### src/rtl/corelet_pkg.sv
// Shared types and constants for the corelet controller: state encoding,
// instruction-bus bit positions and default array/tile geometry.
package corelet_pkg;

    localparam int unsigned ROW_DEF  = 8;
    localparam int unsigned COL_DEF  = 8;
    localparam int unsigned LEN_DEF  = 36;
    localparam int unsigned NKIJ_DEF = 9;
    localparam int unsigned AW_DEF   = 11;

    localparam int unsigned CNT_W  = 16;
    localparam int unsigned INST_W = 35;

    localparam int unsigned INST_LOAD     = 0;
    localparam int unsigned INST_EXEC     = 1;
    localparam int unsigned INST_L0_WR    = 2;
    localparam int unsigned INST_L0_RD    = 3;
    localparam int unsigned INST_OFIFO_RD = 6;
    localparam int unsigned INST_ACC      = 33;
    localparam int unsigned INST_RELU     = 34;

    typedef enum logic [2:0] {
        IDLE,
        W_L0,
        W_LOAD,
        X_L0,
        EXEC,
        DRAIN,
        ACC,
        DONE
    } state_t;

endpackage

### src/rtl/ctrl_cnt.sv
// Loadable up-counter with a combinational terminal-count flag (cnt == last).
module ctrl_cnt
    import corelet_pkg::*;
#(
    parameter int unsigned w = CNT_W
) (
    input  logic         clk,
    input  logic         reset,
    input  logic         load,
    input  logic         en,
    input  logic [w-1:0] din,
    input  logic [w-1:0] last,
    output logic [w-1:0] cnt,
    output logic         tc_c
);

    always_ff @(posedge clk or negedge reset) begin
        if (!reset) begin
            cnt <= '0;
        end else if (load) begin
            cnt <= din;
        end else if (en) begin
            cnt <= cnt + w'(1);
        end
    end

    assign tc_c = (cnt == last);

endmodule

### src/rtl/corelet_ctrl.sv
// Corelet tile sequencer: weight load, activation load, execute, psum drain
// per kernel position, then accumulate. CORELET_CTRL_RELU_EN adds relu on acc.
module corelet_ctrl
    import corelet_pkg::*;
#(
    parameter int unsigned row  = ROW_DEF,
    parameter int unsigned col  = COL_DEF,
    parameter int unsigned len  = LEN_DEF,
    parameter int unsigned nkij = NKIJ_DEF,
    parameter int unsigned aw   = AW_DEF
) (
    input  logic              clk,
    input  logic              reset,
    input  logic              start,
    input  logic              ofifo_o_valid,
    output logic [INST_W-1:0] inst,
    output logic              act_cen,
    output logic              w_cen,
    output logic              psum_cen,
    output logic              psum_wen,
    output logic [aw-1:0]     act_addr,
    output logic [aw-1:0]     w_addr,
    output logic [aw-1:0]     psum_addr,
    output logic              busy,
    output logic              done
);

    state_t state, state_n;

    logic [CNT_W-1:0] ph, rcnt, kij, ph_last;
    logic ph_tc_c, rcnt_tc_c, kij_tc_c;
    logic ph_load, ph_en, rcnt_load, rcnt_en, kij_load, kij_en;

    logic [INST_W-1:0] inst_n;
    logic act_cen_n, w_cen_n, psum_cen_n, psum_wen_n, busy_n, done_n;
    logic [aw-1:0] act_addr_n, w_addr_n, psum_addr_n;

    ctrl_cnt #(.w(CNT_W)) u_ph (
        .clk(clk), .reset(reset), .load(ph_load), .en(ph_en),
        .din('0), .last(ph_last), .cnt(ph), .tc_c(ph_tc_c)
    );

    ctrl_cnt #(.w(CNT_W)) u_rcnt (
        .clk(clk), .reset(reset), .load(rcnt_load), .en(rcnt_en),
        .din('0), .last(CNT_W'(len - 1)), .cnt(rcnt), .tc_c(rcnt_tc_c)
    );

    ctrl_cnt #(.w(CNT_W)) u_kij (
        .clk(clk), .reset(reset), .load(kij_load), .en(kij_en),
        .din('0), .last(CNT_W'(nkij - 1)), .cnt(kij), .tc_c(kij_tc_c)
    );

    always_ff @(posedge clk or negedge reset) begin
        if (!reset) begin
            state <= IDLE;
        end else begin
            state <= state_n;
        end
    end

    // Next state, counter controls and next-cycle output values.
    always_comb begin
        state_n     = state;
        ph_en       = 1'b1;
        ph_load     = 1'b0;
        ph_last     = '0;
        rcnt_load   = 1'b0;
        rcnt_en     = 1'b0;
        kij_load    = 1'b0;
        kij_en      = 1'b0;
        inst_n      = '0;
        act_cen_n   = 1'b1;
        w_cen_n     = 1'b1;
        psum_cen_n  = 1'b1;
        psum_wen_n  = 1'b1;
        act_addr_n  = '0;
        w_addr_n    = '0;
        psum_addr_n = '0;
        busy_n      = (state != IDLE);
        done_n      = 1'b0;

        case (state)
            IDLE: begin
                ph_en = 1'b0;
                if (start) begin
                    state_n  = W_L0;
                    kij_load = 1'b1;
                end
            end
            W_L0: begin
                ph_last            = CNT_W'(col - 1);
                w_cen_n            = 1'b0;
                w_addr_n           = aw'(32'(kij) * col + 32'(ph));
                inst_n[INST_L0_WR] = 1'b1;
                if (ph_tc_c) state_n = W_LOAD;
            end
            W_LOAD: begin
                ph_last = CNT_W'(col + row - 1);
                if (32'(ph) < col) begin
                    inst_n[INST_L0_RD] = 1'b1;
                    inst_n[INST_LOAD]  = 1'b1;
                end
                if (ph_tc_c) state_n = X_L0;
            end
            X_L0: begin
                ph_last            = CNT_W'(len - 1);
                act_cen_n          = 1'b0;
                act_addr_n         = aw'(ph);
                inst_n[INST_L0_WR] = 1'b1;
                if (ph_tc_c) state_n = EXEC;
            end
            EXEC: begin
                ph_last            = CNT_W'(len - 1);
                rcnt_load          = 1'b1;
                inst_n[INST_L0_RD] = 1'b1;
                inst_n[INST_EXEC]  = 1'b1;
                if (ph_tc_c) state_n = DRAIN;
            end
            DRAIN: begin
                // Progress only on valid OFIFO rows; no timeout by design.
                ph_en = 1'b0;
                if (ofifo_o_valid) begin
                    inst_n[INST_OFIFO_RD] = 1'b1;
                    psum_cen_n            = 1'b0;
                    psum_wen_n            = 1'b0;
                    psum_addr_n           = aw'(32'(kij) * len + 32'(rcnt));
                    rcnt_en               = 1'b1;
                    if (rcnt_tc_c) begin
                        kij_en  = 1'b1;
                        state_n = kij_tc_c ? ACC : W_L0;
                    end
                end
            end
            ACC: begin
                ph_last          = CNT_W'(len * nkij - 1);
                psum_cen_n       = 1'b0;
                psum_addr_n      = aw'(ph);
                inst_n[INST_ACC] = 1'b1;
`ifdef CORELET_CTRL_RELU_EN
                inst_n[INST_RELU] = 1'b1;
`endif
                if (ph_tc_c) state_n = DONE;
            end
            DONE: begin
                done_n  = 1'b1;
                state_n = IDLE;
            end
            default: state_n = IDLE;
        endcase

        if (state_n != state || state == IDLE) ph_load = 1'b1;
    end

    always_ff @(posedge clk or negedge reset) begin
        if (!reset) begin
            inst      <= '0;
            act_cen   <= 1'b1;
            w_cen     <= 1'b1;
            psum_cen  <= 1'b1;
            psum_wen  <= 1'b1;
            act_addr  <= '0;
            w_addr    <= '0;
            psum_addr <= '0;
            busy      <= 1'b0;
            done      <= 1'b0;
        end else begin
            inst      <= inst_n;
            act_cen   <= act_cen_n;
            w_cen     <= w_cen_n;
            psum_cen  <= psum_cen_n;
            psum_wen  <= psum_wen_n;
            act_addr  <= act_addr_n;
            w_addr    <= w_addr_n;
            psum_addr <= psum_addr_n;
            busy      <= busy_n;
            done      <= done_n;
        end
    end

endmodule

### config.mk
export PLATFORM = sky130hd
export DESIGN_NAME = corelet_ctrl
export DESIGN_NICKNAME = d
export VERILOG_FILES = /design/src/rtl/corelet_pkg.sv /design/src/rtl/ctrl_cnt.sv /design/src/rtl/corelet_ctrl.sv
export SDC_FILE = /design/constraint.sdc
export NUM_CORES = 1
export LEC_CHECK = 0
export BUFFER_PORTS_ARGS = -buffer_cell sky130_fd_sc_hd__buf_4
export CELL_PAD_IN_SITES_DETAIL_PLACEMENT = 0
export CELL_PAD_IN_SITES_GLOBAL_PLACEMENT = 1
export CORE_ASPECT_RATIO = 1.5
export CORE_UTILIZATION = 40
export DETAILED_ROUTE_END_ITERATION = 8
export PLACE_DENSITY_LB_ADDON = 0.05
export SLEW_MARGIN = 20
export SYNTH_ARGS = -nofsm -noshare
export SYNTH_HDL_FRONTEND = slang
export SYNTH_SLANG_ARGS = --single-unit
### constraint.sdc
create_clock -name clk -period 2.53 [get_ports clk]
set_clock_uncertainty 0.15 [all_clocks]
set_input_delay 0.253 -clock clk [delete_from_list [all_inputs] [get_ports clk]]
set_output_delay 0.253 -clock clk [all_outputs]
set_load 0.01 [all_outputs]
==> results.cfg <==
[floorplanning]
core_area_um2 = 13000
die_area_um2 = 13800
die_h_um = 143
rows = 51
die_w_um = 96.3
ios = 78
start_util_pct = 41.0

[setup_path]
crit_required_ns = 2.61
crit_path_cell_trace = ha_4, ha_4, inv_2, fa_2, inv_2, ha_4, nand2_2, o21ai_2, o41ai_2, xnor2_1, o21ai_1
crit_path_top_delay_cell = fa_2
cp-end-kind = flip-flop
crit_buf_inv = 2
cpMostUsedCell = ha_4
critPathMaxStageDelay_ns = 0.52
path_max_fanout = 3
start_kind = flip-flop
crit_arrival_ns = 2.69
cp_top_family = adder cells
critPathKind = reg2reg

[route]
wirelength_mm = 13.5
dr_total_vias = 4106
first_pass_iters = 4
via_per_inst = 5.08
post_drt_wl_per_cell_um = 16.7
drt-initial-drc-count = 118
drc = 0
detail-route-antenna-nets = 0

[clock_network]
root_buffer = clkbuf_16
h-tree-depth = 3
cts_tree = built
clock_path_buffers = 2
insertion_delay_ns = 0.35
cts_made_buffers = 9
clkTransAtPathRegs_ns = 0.07
clkSinkCount = 96

[placed_design]
routabilityCongestion = 0.898
io_buffers = 48
placedCellCount = 780
post-dp-hpwl_mm = 10.0

[global_route]
grt_pass1_vias = 4174
track_usage_pct = 20.7
antenna_found_initial = 0
grt_max_degree = 38
grt-ovfl-total = 0
grt_pass1_wl_mm = 21.2

[run_status]
status = complete, but fails checks
violations = setup timing

[layout]
finalNonFillerCells = 808
final_util_pct = 52.7
synthToLayoutAreaGrowth_pct = 28.6
fillers = 1235
drive_gt1_share_pct = 30.4
fin_nets = 679
insertedDiodeCount = 0

[timing]
timing.slew.headroom_pct = 66.4
period_needed_ns = 2.61
fin_tns_setup_ns = -0.489
finalWorstSetupSlack_ns = -0.0815
max_freq_mhz = 383
hold-worst-slack_ns = 0.0910
worst_pin_slew_ns = 0.503
grt_setup_unrepaired = yes
finalSetupViolations = 12
hold_viol = 0
drv_slew = 0
finalCritPeriodShare_pct = 103

[hold_path]
hold_path.class = in2reg

[synthesis]
ys_async_sr_fraction_pct = 100
synth.distinct_cells = 64
netlist_area_um2 = 5340
synthFlopType = dfrtp_1
yosysSeqAreaShare_pct = 45.1
synthCells = 529
syn_avg_cell_area_um2 = 10.1
ys_seq_elements = 96
yosys_warnings = 0
synth-edff-count = 0

[power]
power_density_nw_per_um2 = 718
peakVddDrop_mv = 0.410
leakagePower_nw = 3.43
power_w = 0.00493

[job]
drv_cap = 0
-- power breakdown --
part	switching, W	internal (W)
sequential	0.000159	0.00171
combinational	0.000851	0.000669
clock	0.000609	0.000930
total	0.00162	0.00331
-- per-stage QoR --
stage	instance area (um2)	setup slack, ns
2_1_floorplan	5500	-0.116
3_3_place_gp	6280	-0.272
3_5_place_dp	6280	-0.287
4_1_cts	6760	-0.108
5_1_grt	6870	-0.196
6_report	6870	-0.0815
-- Yosys cell counts (3+ instances only) --
cell type	instances	area, um2
a21o_1	8	60.1
nand4_1	15	93.8
nor2_2	5	31.3
or2_2	3	18.8
nor2_1	57	214
nand3_1	10	50.1
xor2_1	34	298
fa_1	3	60.1
and4_1	7	61.3
nand2_1	37	139
inv_1	15	56.3
and2_1	7	43.8
and3_1	21	131
o21bai_1	3	22.5
a21oi_1	14	70.1
or4_1	3	22.5
nor3_1	9	45.0
nor4_1	9	56.3
ha_1	28	350
o21ai_1	5	25.0
o21ai_0	10	50.1
xnor2_1	27	236
a22o_1	4	35.0
or3_1	5	31.3
nor3b_1	6	45.0
dfrtp_1	92	2300
buf_4	30	225
dfstp_2	4	105
clkbuf_1	14	52.6
-- per-layer routing --
layer,share of wire (%),GRT usage [%]
met4,1.9,7.82
met1,41,23.7
met3,2.3,2.80
met5,0,0
met2,54,38.0
-- final timing paths --
kind                                startpoint              to  slack, ns  depth (start not counted)
worst max-delay path              u_kij.cnt[1]   psum_addr[10]      -0.08                         11
worst min register to register  u_rcnt.cnt[15]  u_rcnt.cnt[15]       0.40                          2
worst max register to register    u_kij.cnt[1]   psum_addr[10]      -0.08                         11
min in group asynchronous                reset     act_addr[6]       0.23                          2
max in group asynchronous                reset           w_cen       1.35                          3
worst min-delay path                     start        state[0]       0.09                          3
-- final cells by class --
type	count	area [um2]	share of cell area (%)
sequential	96	2410	35.1
inverter	17	63.8	0.929
timing repair buffer	125	986	14.4
multi-input combinational	395	2870	41.8
clock buffer	11	253	3.68
clock inverter	5	86.3	1.26
tap	159	199	2.90
-- layout by cell type (no fill, tap or decap), types with 4 or more instances in the layout --
| cell type | n |
|---|---|
| clkbuf_16 | 9 |
| o21ai_1 | 8 |
| or3_1 | 4 |
| nand3_1 | 7 |
| conb_1 | 29 |
| and4_1 | 7 |
| inv_1 | 13 |
| nor3_1 | 6 |
| nand4_1 | 15 |
| a21oi_1 | 12 |
| ha_1 | 23 |
| buf_4 | 119 |
| dfrtp_1 | 91 |
| nor2_1 | 57 |
| nor2_2 | 4 |
| nor4_1 | 4 |
| and3_1 | 21 |
| nor4_2 | 4 |
| and2_1 | 7 |
| o21ai_0 | 6 |
| dfstp_2 | 4 |
| nor3b_1 | 5 |
| nand2_1 | 33 |
| a21o_1 | 8 |
| xor2_1 | 34 |
| a22o_1 | 4 |
| xnor2_1 | 26 |
-- repair_timing --
action | in CTS | in global routing
pin swaps | 20 | 32
resized for setup | 17 | 18
hold buffers | 1 | 0
gates cloned | 0 | 0
hold endpoints to repair | 26 | 0
setup buffers | 5 | 6
endpoints found under the setup margin | 25 | 35
-- tightest hold or removal path, cell delays in order --
cell,delay [ns]
buf_4,0.09
a31oi_1,0.08
o21ai_1,0.12
-- kinds of logic after synthesis --
kind of cell	synth area share, %
DFF	45.1
other	0.0703
xor gates and xnor gates	10.0
AOI/OAI and AO/OA	9.05
adders and majority gates	7.69
buffers and inverters	6.96
and+or+nand+nor	20.7
muxes	0.375
-- sequential cells by signal, indices dropped and copies added, names as in the netlist --
signal	flops
act_cen	1
psum_cen	1
state	3
u_rcnt.cnt	16
w_cen	1
u_kij.cnt	16
inst	6
busy	1
act_addr	11
psum_wen	1
psum_addr	11
w_addr	11
u_ph.cnt	16
done	1
(Power assumes the default switching activity.)
